--- config.mk ---
export PLATFORM = sky130hd
export DESIGN_NAME = i2s_read
export DESIGN_NICKNAME = d
export VERILOG_FILES = /design/src/rtl/i2s_read.sv
export SDC_FILE = /design/constraint.sdc
export NUM_CORES = 1
export LEC_CHECK = 0
export BUFFER_PORTS_ARGS = -buffer_cell sky130_fd_sc_hd__buf_2
export CAP_MARGIN = 15
export CORE_MARGIN = 8
export CORE_UTILIZATION = 40
export DETAILED_ROUTE_END_ITERATION = 7
export GPL_TIMING_DRIVEN = 1
export PLACE_DENSITY = 0.58
export SLEW_MARGIN = 20
export SYNTH_ARGS = -nofsm -noshare
export SYNTH_HDL_FRONTEND = slang
export SYNTH_SLANG_ARGS = --single-unit
--- constraint.sdc ---
create_clock -name clk_n -period 1.9 [get_ports clk_n]
set_input_delay 0.285 -clock clk_n [delete_from_list [all_inputs] [get_ports clk_n]]
set_output_delay 0.285 -clock clk_n [all_outputs]
set_load 0.01 [all_outputs]
--- src/rtl/i2s_read.sv ---
// I2S receive deframer.
// Collects 16-bit two's-complement words from a codec's serial ADC stream,
// honouring the one-bit I2S delay after each channel-select change. A new
// word is presented on data/data_ch together with a one-cycle data_en pulse.
// A channel half shorter than 16 bits is flagged by a one-cycle err pulse.
// All state updates on the falling edge of clk_n, where the codec keeps
// adcdat and adclrc stable.
module i2s_read (
    input  logic        clk_n,
    input  logic        rst,
    input  logic        adclrc,
    input  logic        adcdat,
    output logic [15:0] data,
    output logic        data_ch,
    output logic        data_en,
    output logic        err
);

    typedef enum logic [1:0] {
        IDLE  = 2'd0,
        WAIT  = 2'd1,
        SHIFT = 2'd2
    } state_t;

    state_t      r_state;
    logic        r_lrc_prev;
    logic        r_ch;
    logic [3:0]  r_counter;
    logic [15:0] r_shreg;

    // A channel-select change seen on this edge.
    logic        w_transition;
    // The word as it stands once the current bit is shifted in.
    logic [15:0] w_word;
    // This edge carries the 16th bit of the word.
    logic        w_last;

    assign w_transition = (adclrc != r_lrc_prev);
    assign w_word       = {r_shreg[14:0], adcdat};
    assign w_last       = (r_counter == 4'd15);

    // Framing FSM, shift register and registered outputs.
    always_ff @(negedge clk_n or posedge rst) begin
        if (rst) begin
            r_state    <= IDLE;
            r_lrc_prev <= 1'b0;
            r_ch       <= 1'b0;
            r_counter  <= 4'd0;
            r_shreg    <= 16'h0000;
            data       <= 16'h0000;
            data_ch    <= 1'b0;
            data_en    <= 1'b0;
            err        <= 1'b0;
        end else begin
            // Pulses last exactly one cycle unless re-asserted below.
            data_en    <= 1'b0;
            err        <= 1'b0;
            r_lrc_prev <= adclrc;

            case (r_state)
                // Only learn the current channel; a word already in flight
                // at reset release is never captured.
                IDLE: begin
                    r_state <= WAIT;
                end

                // Ignore data until the channel changes; the transition
                // edge itself carries the previous word's last bit.
                WAIT: begin
                    if (w_transition) begin
                        r_state   <= SHIFT;
                        r_counter <= 4'd0;
                        r_ch      <= adclrc;
                        r_shreg   <= 16'h0000;
                    end
                end

                SHIFT: begin
                    if (w_last) begin
                        data    <= w_word;
                        data_ch <= r_ch;
                        data_en <= 1'b1;
                    end

                    if (w_transition) begin
                        // Either a tight-framed completion or a truncated
                        // word; in both cases start the next half at once.
                        if (!w_last) begin
                            err <= 1'b1;
                        end
                        r_state   <= SHIFT;
                        r_counter <= 4'd0;
                        r_ch      <= adclrc;
                        r_shreg   <= 16'h0000;
                    end else if (w_last) begin
                        // Word complete; surplus bits in this half are dropped.
                        r_state   <= WAIT;
                        r_counter <= 4'd0;
                        r_shreg   <= w_word;
                    end else begin
                        r_shreg   <= w_word;
                        r_counter <= r_counter + 4'd1;
                    end
                end

                default: begin
                    r_state <= IDLE;
                end
            endcase
        end
    end

endmodule

Yosys cells after proc, flatten, opt, wreduce, memory -nomap -nowiden
Cells that the tools add are included.

storage, ports and cells
  register bits = 42
  input port bits = 4
  output and inout port bits = 19
  word-level logic and storage cells = 39

operators by class
  add/subtract/negate cells = 1
  equal/unequal tests = 6
  multiplexer cells = 16
  reductions and logical operators = 7

operator list
  cell                 count
  $mux 15              2
  $pmux 15 s2          1
  $mux 4               3
  $pmux 4 s2           1
  $reduce_and 2->1     4
  $mux 2               3
  $pmux 2 s3           1
  $mux 1               5
  $add 4x1->4 const B  1
  $eq 4x4->1 const B   1
  $ne 3x3->1 const B   1
  $eq 2x1->1 const B   1
  $eq 2x2->1 const B   1
  $logic_not 2->1      1
  $ne 2x2->1 const B   1
  $reduce_bool 2->1    1
  $reduce_or 2->1      1
  $ne 1x1->1           1

Longest topological paths before layout
Gate-level depths: netlist (run 1).

  depth in word-level cells = 4
  depth in mapped cells = 7
  gate-level depth less buffers = 6

==> out/summary.md, run 1 <==
After the first detailed-routing iteration, the DRC count stood at 84. Counting distinct cell types in the post-synthesis netlist gives 27. From bottom edge to top edge, the die measures 82.8 µm. The final reports fail on setup timing. The worst hold path begins at data[8]. The share of synthesized flip-flops with an asynchronous set or reset came out at 1.00. The first global-routing pass estimated 6580 µm of wire. The delay of the slowest cell on the worst path was 0.41 ns. After clock tree synthesis, the clock-pin slew on the worst setup and hold paths is 0.05 ns. The average instance area after synthesis works out to 9.31 µm².

Most common cell in the netlist: nand2_1. The cell depth of the worst hold path came out at 2. For this run, design rule violations remaining after detail routing come to 0.

The run gives 2030 µm² as the placed instance area. The relative slew slack is 0.760, and the data arrival time at the worst-slack endpoint is 1.79 ns. From left edge to right edge, the die measures 82.8 µm.

The number of hold buffers added after CTS was 0. The tools report the worst-case clock buffer depth as 2. The netlist area before placement was 1790 µm²; the aggregate global routing overflow was 0.

The sequential cell area is 1050 µm². Kind of launch point of the worst setup path: a flop. The synthesized netlist net count is 201, and the count of nets after finishing is 244. The die covers 6860 µm². The family with the most delay on the worst path was flip-flops. Across the VDD grid, the largest voltage drop is 0.619 mV.

Setup violations remaining at the end of the flow were counted as 38. The logs give 0.413 for the starting density of the core and 0 for the Yosys warning count. The number of levels in the clock H-tree is 2, and the via count normalized by instance count is 4.77.

Hold path endpoint: data[8]. For the number of filler cells placed in the layout, the log shows 381. The number of antenna diodes in the final layout is 0. Cell with the largest stage delay on the worst path: dfrtn_1. Detailed placer's ending HPWL: 2290 µm. In the final layout, the multi-input gates occupy 808 µm². The wire length after detailed routing is 3710 µm. The final worst setup slack came out at -0.175 ns. The share of post-route cells with drive strength above 1 is 0.356. CTS sink count: 42. The tools report the beginning of the worst register-to-register path as r_state[0]. The logs give 0.572 for the utilization of the core after routing and 0.30 ns for the clock latency on the worst-skew pair.

Number of standard-cell rows in the floorplan: 24. In this run the remaining antenna-violating nets after routing total 0. After synthesis, the cell types taking the most area are dfrtn_1, nand2_1, o21ai_1, ha_1, inv_1.

The hold slack came out at 0.414 ns. The cell count after synthesis came out at 192. The synthesized flop and latch total works out to 42. On the final layout, the worst clock skew is 0.00342 ns. Type of the worst setup path: flop to output pin. The worst register-to-register path has a depth of 7. Counting the buffers created by CTS gives 5. Once placement completed, the tool counted placed cells totaling 265. For the pin with the worst max-slew slack, the measured transition is 0.359 ns. Entering global routing, the biggest net connects 43 pins. The portion of synthesized cell area occupied by the leading cell type works out to 0.588.

Setup repair after global routing could not meet its margin everywhere. For the max-cap check violation count, the log shows 0. Excluding fillers, the count of instances in the completed layout stands at 288. The global router's overall resource usage was 0.111; the power density relative to cell area was 1290 nW/µm². The number of global-route vias before repair is 1386, and the leakage power of the design is 1.31 nW.

The run finished, with violations left. Along the worst path, the maximum fanout reaches 2. The cell taking the most area after synthesis was dfrtn_1. For the worst setup path, the data required time is 1.62 ns. The number of optimization iterations in the first detailed-route pass is 4.

For this run, the leading register cell type out of synthesis is dfrtn_1. For the area of all placed cells without fillers, the log shows 2470 µm². TritonCTS built the clock tree. The final routed wire length divided by cell count came out at 12.9 µm.

The critical path goes through buf_2. The run gives 0 as the final max-slew violation count. The cell sitting at the root of the clock tree is a clkbuf_8. The tools report the sequential element share of the synthesized area as 0.588. The flop-to-flop setup slack is 0.21 ns.

The worst min-delay path category is flop to flop. The run gives 23 as the number of placed I/O pins. Final weighted congestion of routability-driven global placement: 0.803.

Number of buffer and inverter stages on the critical path: 1. From synthesis to final layout, the design area changed by 38.4%. Yosys mapped a number of flops with a built-in enable equal to 0.

The endpoint identified for the worst register-to-register timing path is r_shreg[5]. STA classifies the critical path endpoint as an output pin. The core region is 4320 µm². The commonest cells after synthesis are nand2_1, dfrtn_1, o21ai_1, inv_1, ha_1. The via total after detailed routing was 1375; the initial antenna violation count was 0. Port buffering added 22 buffers. The number of hold violations in the final report is 0.
[flip-flops by register name (all words and copies together), names as in the netlist]
register	flops
data_en	1
data	16
err	1
r_counter	4
r_shreg	15
r_state	2
data_ch	1
r_ch	1
r_lrc_prev	1
[worst max path at each step]
stage / start / to / slack, ns / cells past startpoint
CTS: data[6] / data[6] / -0.18 / 1
global route: data[6] / data[6] / -0.22 / 1
finish: data[13] / data[13] / -0.17 / 1
detailed placement: adclrc / r_state[1] / -0.43 / 5
global placement: adclrc / r_counter[1] / -0.36 / 6
floorplan: adclrc / r_state[1] / -0.19 / 4
[stage by stage]
step	TNS (ns)	power, mW	setup WS, ns
finish	-4.85	3.19	-0.175
global route	-6.15	3.35	-0.219
CTS	-4.38	3.02	-0.180
detailed placement	-7.54	1.72	-0.426
global placement	-7.11	1.71	-0.365
floorplan	-2.40	1.60	-0.187
[metal layers]
| metal | global-route usage | part of all wire | up-vias |
|---|---|---|---|
| met3 | 0.0391 | 0.043 | 5 |
| met4 | 0.0415 | 0.014 | 0 |
| li1 | - | - | 701 |
| met2 | 0.179 | 0.46 | 19 |
| met5 | 0 | 0 | - |
| met1 | 0.133 | 0.48 | 650 |
[power by group]
group / total, mW / internal [mW] / switching [mW]
logic: 1.48 / 0.755 / 0.724
clock network: 0.698 / 0.387 / 0.311
registers: 1.02 / 0.958 / 0.0589
[tightest hold or removal path, cell delays in order (launching register included)]
cell,delay (ns)
dfrtn_1,0.40
nand2_1,0.05
nand2_1,0.05
[repair_timing]
action / 4_1_cts / 5_1_grt
resized for setup: 27 / 18
endpoints found under the setup margin: 36 / 40
gates cloned: 3 / 0
setup buffers: 6 / 6
pin swaps: 19 / 1
[layout by cell type, fill, tap and decap left out, drive strengths merged, types with 2 or more instances in the layout]
cell and count:
nand2 87, buf 43, dfrtn 42, o21ai 20
inv 7, ha 5, clkbuf 5, nor2 4
a21oi 4, a22o 2, and3 2, clkinv 2
nand4 2, nor3 2
[area by class of cell]
| cell class | instances | share of cell area |
|---|---|---|
| clock buffer | 5 | 0.0278 |
| clock inverter | 3 | 0.0162 |
| inverter | 8 | 0.0137 |
| multi-input combinational | 135 | 0.327 |
| sequential | 42 | 0.425 |
| tap | 52 | 0.0263 |
| timing repair buffer | 43 | 0.164 |
[cells by family (layout without fill, tap and decap cells)]
logic type	Yosys count	in the layout	share of synthesized area
adder cells (fa/ha/maj)	5	5	0.0350
XOR/XNOR	1	1	0.00911
AO/OA/AOI/OAI	30	30	0.103
flip-flops	42	42	0.588
buffers and inverters	15	59	0.0406
AND/OR/NAND/NOR	99	99	0.224
Power figures use the tool's default switching activity.
==> run 2: changes to the inputs <==
CTS_BUF_LIST = sky130_fd_sc_hd__clkbuf_8   (was default)
MAX_ROUTING_LAYER = met4   (was default)
PLACE_DENSITY = 0.71   (was 0.58)
==> out/summary.md, run 2 (synthesis results as in run 1) <==
The maximum vdd ir drop is 0.458 mV (-26%), and the clock skew is 0.00333 ns (-0.0000917 ns). The relative slew slack is 0.773 (+0.0127). The delay of the slowest cell on the worst path is 0.43 ns (+0.02 ns). The cell with the largest stage delay on the worst path is dfrtn_1.

The highest fanout seen on the critical path was 2 (unchanged). The share of post-route cells with drive strength above 1 works out to 0.340 (-0.0155). Final worst setup slack: -0.179 ns (-0.00458 ns). The run gives 24 (unchanged) as the number of standard-cell rows in the floorplan. The die extent in y was 82.8 µm (unchanged). The logs give 5 (unchanged) for the number of buffers created by CTS and 1381 (+0.44%) for the via total after detailed routing. The run gives 2360 µm² (-4.4%) as the area of all placed cells without fillers.

For the wire length of the first global-routing pass, the log shows 6020 µm (-8.5%). Grouping stages by cell kind, the critical path spends the most delay in flip-flops. The most common cell after layout, fill and taps aside is nand2_1. Power density relative to cell area: 1140 nW/µm² (-12%). Count of nets after finishing: 243 (-0.41%). The number of buffer and inverter stages on the critical path works out to 1 (unchanged). The starting density of the core was 0.413 (unchanged); the slew of the pin with the lowest slew margin was 0.339 ns (-0.0195 ns).

The number of hold violations in the final report was 0 (unchanged). STA classifies the critical path endpoint as an output pin. The portion of total power attributed to the clock network is 0.254 (+0.035), and the CTS sink count is 42 (unchanged).

The tools report the core outline area as 4320 µm² (unchanged). The via count normalized by instance count was 4.81 (+0.79%); the combinational power share was 0.369 (-0.094). The tools report the kind of launch point of the worst setup path as a flop. The critical path required time was 1.62 ns (about the same). Number of optimization iterations in the first detailed-route pass: 4 (unchanged). The number of levels in the clock H-tree is 2 (unchanged). For the number of filler cells placed in the layout, the log shows 387 (+1.6%).

The tools report the placed instance area as 2040 µm² (+0.49%). Remaining design rule violation count: 0 (unchanged). The worst setup path is of the flop to output pin kind. The critical path goes through buf_6.

For the utilization of the core after routing, the log shows 0.547 (-0.0252). The aggregate global routing overflow was 0 (unchanged). The register with the most flip-flops in the final layout is data.

The run gives 111 (+32%) as the detailed router's first-iteration violation count. Final routed wire length divided by cell count: 12.4 µm (-3.7%). The maximum number of pins on one net before global-route repair was 30 (-30%); the net switching power figure was 0.937 mW (-14%). The data arrival time at the worst-slack endpoint was 1.79 ns (about the same).

TritonCTS built the clock tree. The number of global-route vias before repair was 1349 (-2.7%); the port buffer count was 22 (unchanged). The run gives 3560 µm (-4.0%) as the wire length after detailed routing. Setup repair after global routing could not meet its margin everywhere. From synthesis to final layout, the design area changed by 32.3%.

The logs give 0 (unchanged) for the remaining antenna violation count and 0 (unchanged) for the final max-slew violation count. The max-cap check violation count was 0 (unchanged). The fraction of power consumed by sequential logic is 0.378 (+0.060), and the switching share of power is 0.349 (+0.00642). The final weighted congestion of routability-driven global placement is 0.788 (-1.8%). The initial antenna violation count is 0 (unchanged), and the die outline area is 6860 µm² (unchanged). The CTS clock-pin slew for the worst setup and hold paths was 0.05 ns (about the same).

The area occupied by multi-input gates was 777 µm² (-3.9%); the sequential cell area was 1050 µm² (unchanged). The global router's overall resource usage was 0.105 (-0.00601). The tree is rooted in a clkbuf_8. The checks that failed: setup timing. The flip-flop count of the largest register, all copies and words added is 16 (unchanged). The setup violation total in the final timing report is 36 (-5.3%), and the clock latency on the worst-skew pair is 0.30 ns (about the same). The summed negative setup slack over all endpoints is -4.13 ns (+0.727 ns), and the total internal power is 1.75 mW (-17%).

The run gives 0 (unchanged) as the number of antenna diodes. In the final layout, the registers with the most flip-flops are data x16, r_shreg x15, r_counter x4. The width of the chip was 82.8 µm (unchanged). Number of placed I/O pins: 23 (unchanged). The worst hold path belongs to the class flop to flop. For the detailed placer's ending HPWL, the log shows 2300 µm (+0.34%). The worst-case clock buffer depth came out at 2 (unchanged). The leakage power of the design is 1.24 nW (-5.7%). The flow ran to the end, but the final reports show violations. Leaving out fill and tap cells, the most frequent cells in the layout are nand2_1, dfrtn_1, buf_2.
## run 2: final timing paths
path	slack, ns	end	from	depth (start not counted)
max	-0.18	data[12]	data[12]	1
min	0.42	data[2]	data[2]	2
max reg2reg	0.23	r_state[1]	r_state[1]	5
min reg2reg	0.42	data[2]	data[2]	2
max in group asynchronous	0.84	r_state[0]	rst	3
min in group asynchronous	0.86	data[5]	rst	3
## run 2: final cells by class
class	instances	share of cell area
clock buffers	5	0.0291
clock inverters	3	0.0159
inverters	8	0.0143
multi-input cells	135	0.329
flip-flops and latches	42	0.445
well taps	52	0.0275
repair buffers	42	0.140
## run 2: stage by stage
step	hold WS [ns]	std cells	worst slack, ns	total power [mW]
final	0.418	287	-0.179	2.69
after global routing	0.446	287	-0.214	2.85
after CTS	0.420	285	-0.184	2.62
after detailed placement	0.419	268	-0.402	1.71
after global placement	0.412	268	-0.382	1.70
after floorplan	0.399	192	-0.187	1.60
## run 2: repair_timing
item	4_1_cts	5_1_grt
resized for setup	18	21
setup buffers	6	2
endpoints found under the setup margin	36	39
pin swaps	5	2
cloned	3	0
hold buffers	0	0
## run 2: per-layer routing
metal  routed length, µm  track usage
met5                   0            -
met2                1700        0.171
met4                  82       0.0479
met3                 177       0.0254
met1                1600        0.120
## run 2: power groups by stage
stage / logic [mW] / clock network (mW) / registers (mW)
3_5_place_dp: 0.680 / 0 / 1.03
5_1_grt: 1.08 / 0.739 / 1.02
4_1_cts: 0.912 / 0.699 / 1.01
6_report: 0.990 / 0.681 / 1.01
2_1_floorplan: 0.576 / 0 / 1.02
3_3_place_gp: 0.671 / 0 / 1.03
